## src/rtl/gpr_wb_arbiter.sv

```systemverilog
// gpr_wb_arbiter: shares the single GPR write port between the EX and MEM
// writeback stages, keeps a per-register pending-write scoreboard for read
// hazard detection, and runs a clear sequence that zeroes r1..r31.
//
// state | meaning
// ------+---------------------------------------------------------------
// IDLE  | normal operation, EX/MEM arbitration active
// CLEAR | writing 0 to register idx each cycle, requesters stalled
// DRAIN | one settling cycle after the last clear write, still busy
module gpr_wb_arbiter #(
    parameter int DW    = 32,
    parameter int AW    = 5,
    parameter int CNT_W = 2
) (
    input  logic          clk,
    input  logic          rst,
    input  logic          ex_valid,
    input  logic [AW-1:0] ex_addr,
    input  logic [DW-1:0] ex_data,
    output logic          ex_ready,
    input  logic          mem_valid,
    input  logic [AW-1:0] mem_addr,
    input  logic [DW-1:0] mem_data,
    output logic          mem_ready,
    input  logic          claim_valid,
    input  logic [AW-1:0] claim_addr,
    output logic          claim_ready,
    input  logic [AW-1:0] rd_addr_a,
    input  logic [AW-1:0] rd_addr_b,
    output logic          hazard_a,
    output logic          hazard_b,
    input  logic          clr_start,
    output logic          clr_busy,
    output logic          gpr_wren,
    output logic [AW-1:0] gpr_addr,
    output logic [DW-1:0] gpr_data
);

    localparam int NREG = 2 ** AW;
    localparam logic [CNT_W-1:0] CNT_MAX  = {CNT_W{1'b1}};
    localparam logic [AW-1:0]    IDX_LAST = {AW{1'b1}};

    typedef enum logic [1:0] {
        ST_IDLE  = 2'd0,
        ST_CLEAR = 2'd1,
        ST_DRAIN = 2'd2
    } state_t;

    state_t           state;
    state_t           state_nxt;
    logic             rr_mem;      // 0: EX wins a tie, 1: MEM wins a tie
    logic [AW-1:0]    idx;
    logic             clr_enter;
    logic             both_valid;
    logic [CNT_W-1:0] cnt [NREG];
    logic [NREG-1:0]  claim_hit;
    logic [NREG-1:0]  retire_hit;

    assign both_valid = ex_valid & mem_valid;
    assign clr_enter  = (state == ST_IDLE) & clr_start;
    assign clr_busy   = (state != ST_IDLE);

    // Next-state and grant decode; grants only happen in IDLE.
    always_comb begin
        state_nxt = state;
        ex_ready  = 1'b0;
        mem_ready = 1'b0;
        case (state)
            ST_IDLE: begin
                if (both_valid) begin
                    ex_ready  = ~rr_mem;
                    mem_ready = rr_mem;
                end else begin
                    ex_ready  = ex_valid;
                    mem_ready = mem_valid;
                end
                if (clr_start) state_nxt = ST_CLEAR;
            end
            ST_CLEAR: begin
                if (idx == IDX_LAST) state_nxt = ST_DRAIN;
            end
            ST_DRAIN: begin
                state_nxt = ST_IDLE;
            end
            default: state_nxt = ST_IDLE;
        endcase
    end

    // State register, round-robin pointer and clear index.
    always_ff @(posedge clk or posedge rst) begin
        if (rst) begin
            state  <= ST_IDLE;
            rr_mem <= 1'b0;
            idx    <= '0;
        end else begin
            state <= state_nxt;
            if (state == ST_IDLE && both_valid) rr_mem <= ~rr_mem;
            if (clr_enter) idx <= AW'(1);
            else if (state == ST_CLEAR) idx <= idx + AW'(1);
        end
    end

    // Registered GPR write port; writes to r0 are granted but never issued.
    always_ff @(posedge clk or posedge rst) begin
        if (rst) begin
            gpr_wren <= 1'b0;
            gpr_addr <= '0;
            gpr_data <= '0;
        end else if (state == ST_CLEAR) begin
            gpr_wren <= 1'b1;
            gpr_addr <= idx;
            gpr_data <= '0;
        end else if (ex_ready) begin
            gpr_wren <= (ex_addr != '0);
            gpr_addr <= ex_addr;
            gpr_data <= ex_data;
        end else if (mem_ready) begin
            gpr_wren <= (mem_addr != '0);
            gpr_addr <= mem_addr;
            gpr_data <= mem_data;
        end else begin
            gpr_wren <= 1'b0;
        end
    end

    // One-hot claim and retire strobes per register.
    always_comb begin
        claim_hit  = '0;
        retire_hit = '0;
        if (claim_valid && claim_ready && claim_addr != '0) claim_hit[claim_addr] = 1'b1;
        if (gpr_wren) retire_hit[gpr_addr] = 1'b1;
    end

    // Scoreboard counters; a same-cycle claim and retire cancel out.
    always_ff @(posedge clk or posedge rst) begin
        if (rst) begin
            for (int r = 0; r < NREG; r++) cnt[r] <= '0;
        end else if (clr_enter) begin
            for (int r = 0; r < NREG; r++) cnt[r] <= '0;
        end else begin
            for (int r = 1; r < NREG; r++) begin
                if (claim_hit[r] && !retire_hit[r]) begin
                    if (cnt[r] != CNT_MAX) cnt[r] <= cnt[r] + CNT_W'(1);
                end else if (retire_hit[r] && !claim_hit[r]) begin
                    if (cnt[r] != '0) cnt[r] <= cnt[r] - CNT_W'(1);
                end
            end
        end
    end

    // A full counter may still take a claim if it retires in the same cycle.
    always_comb begin
        claim_ready = ~clr_busy & ((claim_addr == '0) ||
                                   (cnt[claim_addr] != CNT_MAX) ||
                                   (gpr_wren && gpr_addr == claim_addr));
        hazard_a    = (rd_addr_a != '0) && (cnt[rd_addr_a] != '0);
        hazard_b    = (rd_addr_b != '0) && (cnt[rd_addr_b] != '0);
    end

endmodule

```

## config.mk

```make
export PLATFORM = sky130hd
export DESIGN_NAME = gpr_wb_arbiter
export DESIGN_NICKNAME = d
export VERILOG_FILES = /design/src/rtl/gpr_wb_arbiter.sv
export SDC_FILE = /design/constraint.sdc
export NUM_CORES = 1
export LEC_CHECK = 0
export ABC_AREA = 1
export CORE_ASPECT_RATIO = 1.25
export CORE_MARGIN = 2
export CORE_UTILIZATION = 50
export CTS_CLUSTER_DIAMETER = 100
export DETAILED_ROUTE_END_ITERATION = 12
export GPL_TIMING_DRIVEN = 1
export PLACE_DENSITY_LB_ADDON = 0.08
export RECOVER_POWER = 100
export SLEW_MARGIN = 20
export SYNTH_ARGS = -nofsm -noshare
export SYNTH_HDL_FRONTEND = slang
export SYNTH_SLANG_ARGS = --single-unit
```

## constraint.sdc

```tcl
create_clock -name clk -period 3.88 [get_ports clk]
set_clock_uncertainty 0.15 [all_clocks]
set_input_delay 0.776 -clock clk [delete_from_list [all_inputs] [get_ports clk]]
set_output_delay 0.776 -clock clk [all_outputs]
set_load 0.05 [all_outputs]
```

Word-level counts from Yosys, hierarchy flattened
Index checks and enable logic that the tools add are counted.
{"block": "totals", "register_bits": 108, "out_inout_bits": 44, "memories": 0, "elab_cells": 612, "latchBits": 0, "ram_bits": 0, "inputBits": 95, "romBits": 0}
{"block": "op_classes", "n_reduce_logical": 271, "div_mod_pow": 0, "order_cmp": 7, "shift": 0, "n_mux": 158, "addsub": 63, "multipliers": 0, "n_bitwise": 8, "eq_ne": 68}
{"op": "2-bit 2-to-1 mux", "n": 132}
{"op": "3-bit nonzero test", "n": 63}
{"op": "32-bit 2-to-1 mux", "n": 5}
{"op": "3-bit by 2-bit inequality test with 1-bit output, second input constant", "n": 31}
{"op": "3-bit AND reduction", "n": 31}
{"op": "1-bit logical AND", "n": 70}
{"op": "2-bit nonzero test", "n": 35}
{"op": "2-bit inequality test, second input constant", "n": 34}
{"op": "2-bit by 1-bit adder with 2-bit output, second input constant", "n": 31}
{"op": "1-bit zero test", "n": 62}
{"op": "62-bit 2-to-1 mux", "n": 1}
{"op": "2-bit by 1-bit subtractor with 2-bit output, second input constant", "n": 31}
{"op": "2-bit binary-select mux with 5-bit select", "n": 3}
{"op": "5-bit 2-to-1 mux", "n": 5}
{"op": "5-bit nonzero test", "n": 5}
{"op": "6-bit greater-or-equal comparator, second input constant", "n": 3}
{"op": "5-bit inverter with 6-bit output", "n": 3}
{"op": "5-bit by 6-bit < comparator with 1-bit output, second input constant", "n": 2}
{"op": "1-bit demux with 5-bit select", "n": 2}
{"op": "5-bit by 1-bit greater-or-equal comparator with 1-bit output, second input constant", "n": 2}
{"op": "1-bit 2-to-1 mux", "n": 9}
{"op": "5-bit by 1-bit adder with 5-bit output, second input constant", "n": 1}
{"op": "5-bit == test", "n": 1}
{"op": "5-bit == test, second input constant", "n": 1}
{"op": "8 further kinds", "n": 12}

Depth between registers and ports, before layout
{"block": "depth", "depth_word": 16, "ltp_mapped": 20, "ltp_nobuf": 18}

Worst setup path after synthesis
No wires, ideal clock.
{"block": "synth_path", "path_type": "input to output", "start": "in claim_addr[0]", "end": "out claim_ready", "t_arrival_ps": 2157, "path_buffers": 3, "path_stages": 14, "setup_slack_ps": 797, "required_time_ps": 2954, "path_cell_list": "buf_4 > buf_2 > nand2_1 > nand2_1 > nand2_1 > nand2_1 > nand2_1 > nand2_1 > nor2_1 > nand2_1 > nand3_4 > buf_4 > nand2_1 > inv_1"}
{"block": "synth_via", "elab_chain_cells": 8, "word_cells_on_any_way": 11}
{"item": "start, declared", "line_no": "26", "text": "input logic [AW-1:0] claim_addr,"}
{"item": "5-bit inverter with 6-bit output (implied by the code)", "line_no": "154", "text": "(cnt[claim_addr] != CNT_MAX) ||"}
{"item": "2-bit binary-select mux with 5-bit select", "line_no": "154"}
{"item": "2-bit 2-to-1 mux (implied by the code) (2 in a row)", "line_no": "154"}
{"item": "2-bit inequality test", "line_no": "154"}
{"item": "1-bit logical OR", "line_no": "153", "text": "claim_ready = ~clr_busy & ((claim_addr == '0) ||"}
{"item": "1-bit logical OR *", "line_no": "154"}
{"item": "1-bit bitwise AND *", "line_no": "153"}
{"item": "end, declared", "line_no": "27", "text": "output logic claim_ready,"}
Every way passes the cells marked *; elsewhere a longest branch is shown, timed or not. The select of a mux whose other input is x is not followed.

Final worst setup path
{"block": "layout_path", "start": "in rd_addr_b[1]", "end": "out hazard_b"}
{"block": "layout_via", "elab_chain_cells": 6, "word_cells_on_any_way": 7}
{"item": "start, declared", "line_no": "29", "text": "input logic [AW-1:0] rd_addr_b,"}
{"item": "5-bit inverter with 6-bit output (implied by the code)", "line_no": "157", "text": "hazard_b = (rd_addr_b != '0) && (cnt[rd_addr_b] != '0);"}
{"item": "2-bit binary-select mux with 5-bit select", "line_no": "157"}
{"item": "2-bit 2-to-1 mux (implied by the code) (2 in a row)", "line_no": "157"}
{"item": "2-bit nonzero test", "line_no": "157"}
{"item": "1-bit logical AND *", "line_no": "157"}
{"item": "end, declared", "line_no": "31", "text": "output logic hazard_b,"}
Marked as above.

==> summary.md <==
| Metric | Value |
|---|---|
| Die Ht | 150.2 um |
| Clock-pin slew on the worst setup and hold paths | 0.07 ns |
| CTS Hold Bufs | 0 |
| Crit path required time | 2.95 ns |
| CTS buffer count | 9 |
| Slew @ Worst Pin | 1.914 ns |
| Slew Viols, Final | 86 |
| Top_reg_cell synth | dfrtp_1 |
| Hold Fails Final Rpt | 0 |
| Drt first pass iters | 6 |
| Post-CTS setup buffer count | 0 |
| Root buf cell | clkbuf_16 |
| Finished Layout Cells | 1726 |
| Layout cell share with drive strength beyond 1 | 5.378% |
| LEAKAGE | 5.038 nW |
| R2R Path End | cnt[40] |
| Syn. warnings | 0 |
| Starting DRC count in detailed routing | 756 |
| Synth Instances | 1384 |
| Worst Hold Class | reg -> reg |
| Syn nets | 1481 |
| Port-buffer cells | 138 |
| Peak supply drop | 353.4 uV |
| Most frequent cells in the layout | nand2_1 (317), nor2_1 (241), inv_1 (161) |
| Starting density of the core | 50.97% |
| GRT Residual Overflow | 0 |
| Post-synthesis cell type count | 38 |
| CP max FO | 14 |
| Number of diodes | 0 |
| Final antenna-violating net count | 0 |
| First-pass GRT wire length | 45940 um |
| Reg2reg start | state[0] |
| Cell area power density | 655.8 mW/mm2 |
| Half-perimeter wire length after placement | 20350 um |
| CTS tree | yes |
| Worst Setup End Kind | output pin |
| Pin count of the biggest net entering global routing | 86 |
| #FFs+latches synth | 108 |
| R2R Setup Slk | 0.35 ns |
| Routed wire length | 28100 um |
| Clk_lat worst skew | 0.37 ns |
| Total GRT Usage | 31.75% |
| DIE WIDTH | 121.0 um |
| Async SR Flop Fraction | 100.0% |
| Antenna violations before repair | 0 |
| Cell Area, Synth | 0.008552 mm2 |
| Ratio of final minimum period to clock period | 97.76% |
| CTS resizes | 0 |
| # clock sinks | 108 |
| Hold path startpoint | rr_mem |
| RSZ-0062 raised after global routing | false |
| Status | complete, but fails checks |
| Inst Count DP | 1711 |
| Max Buffers Root-to-Sink | 2 |
| Post-synthesis sequential area ratio | 31.60% |
| Violated checks | max-capacitance violations, max-slew violations |
| Critical path launch point type | input pin |
| Vias in the first global route | 9271 |
| DR vias/cell | 5.647 |
| Nets | 1599 |
| Die area | 0.01817 mm2 |
| GPL Wtd Cong | 0.9945 |
| Post-synth EDFFs | 0 |
| Endpoints failing setup | 0 |
| Core Region | 0.01678 mm2 |
| CP Class | in -> out |
| Setup TNS | 0 ns |
| Max-Cap Viols | 1 |
| Worst reg2reg path depth | 8 |
| Layout area overhead | 21.92% |
| Avg WL per Cell | 16.28 um |
| Minimum clock period | 3.793 ns |
| Hold endpoint | rr_mem |
| DRC Markers | 0 |
| Crit path DAT | 2.87 ns |
| Most common cell after layout, fill and taps aside | nand2_1 |
| Num ports | 139 |
| Routed vias | 9746 |
| Max Freq | 0.2636 GHz |
| Rows | 53 |
| Mapped Avg Cell Area | 6.179 um2 |
| Slew HR | -27.63% |
| Cell depth of the worst hold path | 1 |
| H-tree levels | 3 |
state kept, by name (all words and copies together), names as in the netlist:
register and cells:
cnt 62, gpr_data 32, gpr_addr 5, idx 5, state 2, gpr_wren 1
rr_mem 1
worst max-delay path, cell delays in order:
cell and delay [ns]:
clkdlybuf4s50_1 0.47, inv_1 0.37, o21ai_0 0.16, o21ai_0 0.35, a21oi_1 0.12, a221oi_1 0.28
a21o_1 0.18, buf_12 0.15
cell families (layout without fill, tap and decap cells):
logic type	Yosys count	count (layout)	share of synthesized area [%]
xor gates and xnor gates	1	1	0.1024
and+or+nand+nor	808	808	42.37
adders and majority gates	2	2	0.2926
DFF	108	108	31.60
AOI/OAI and AO/OA	241	241	14.95
buffers and inverters	224	346	10.68
cells in the mapped netlist (2+ instances only):
cell type	n	share of area (%)
nand2_1	318	14
nor2_1	241	11
inv_1	161	7.1
o21ai_0	151	8.8
nand3_1	140	8.2
dfrtp_1	108	32
a21oi_1	49	2.9
nand4_1	48	3.5
clkbuf_1	34	1.5
nor3_1	25	1.5
nand3_4	12	2.5
o21ai_1	12	0.70
nand3_2	10	1.2
or2_2	10	0.73
buf_1	8	0.35
buf_2	7	0.41
o211ai_1	6	0.53
o21bai_1	6	0.53
o22ai_1	5	0.37
buf_4	4	0.35
buf_6	4	0.53
a31oi_1	3	0.22
inv_2	3	0.13
ha_1	2	0.29
nor4_1	2	0.15
o311ai_0	2	0.20
o32ai_1	2	0.20
where the power goes:
| part | internal [mW] | switching (mW) | total [mW] |
|---|---|---|---|
| combinational | 1.20 | 2.63 | 3.83 |
| sequential | 1.59 | 0.508 | 2.10 |
| clock | 0.440 | 0.468 | 0.908 |
| total | 3.23 | 3.61 | 6.84 |
how the worst max path moves through the flow:
stage                     cells past startpoint     startpoint  endpoint
after floorplan                               1            rst    cnt[0]
after global placement                        8   rd_addr_b[1]  hazard_b
after detailed placement                     17  claim_addr[0]    cnt[5]
after CTS                                     8   rd_addr_b[1]  hazard_b
after global routing                          8   rd_addr_b[1]  hazard_b
final                                         8   rd_addr_b[1]  hazard_b
final cells by class:
type | instances | area [um2]
Timing Repair Buffer | 165 | 1617
Inverter | 166 | 626.9
Tap cell | 220 | 275.3
Clock buffer | 9 | 225.2
Fill cell | 1626 | 6351
Sequential cell | 108 | 2703
Multi-Input combinational cell | 1052 | 4931
Clock inverter | 6 | 48.80
through the flow:
stage / hold WS [ns] / worst slack, ns / total power, mW / area (um2) / utilization, %
2_1_floorplan: 0.3172 / 0.1084 / 4.709 / 8552 / -
3_3_place_gp: 0.3358 / 0.2031 / 5.915 / 10220 / 60.94
3_5_place_dp: 0.3410 / 0.1375 / 5.984 / 10220 / 60.94
4_1_cts: 0.3558 / 0.1682 / 6.898 / 10500 / 62.57
5_1_grt: 0.3840 / 0.007366 / 7.391 / 10430 / 62.14
6_report: 0.3513 / 0.08680 / 6.837 / 10430 / 62.14
per-layer routing:
layer	wire length [um]	up-vias	track usage [%]
met5	0	-	0
met4	1175	0	14.65
met3	2830	84	8.485
met2	13110	453	52.98
met1	10980	4431	38.07
li1	-	4778	-
Note: power is estimated with default switching activity, not from simulation.
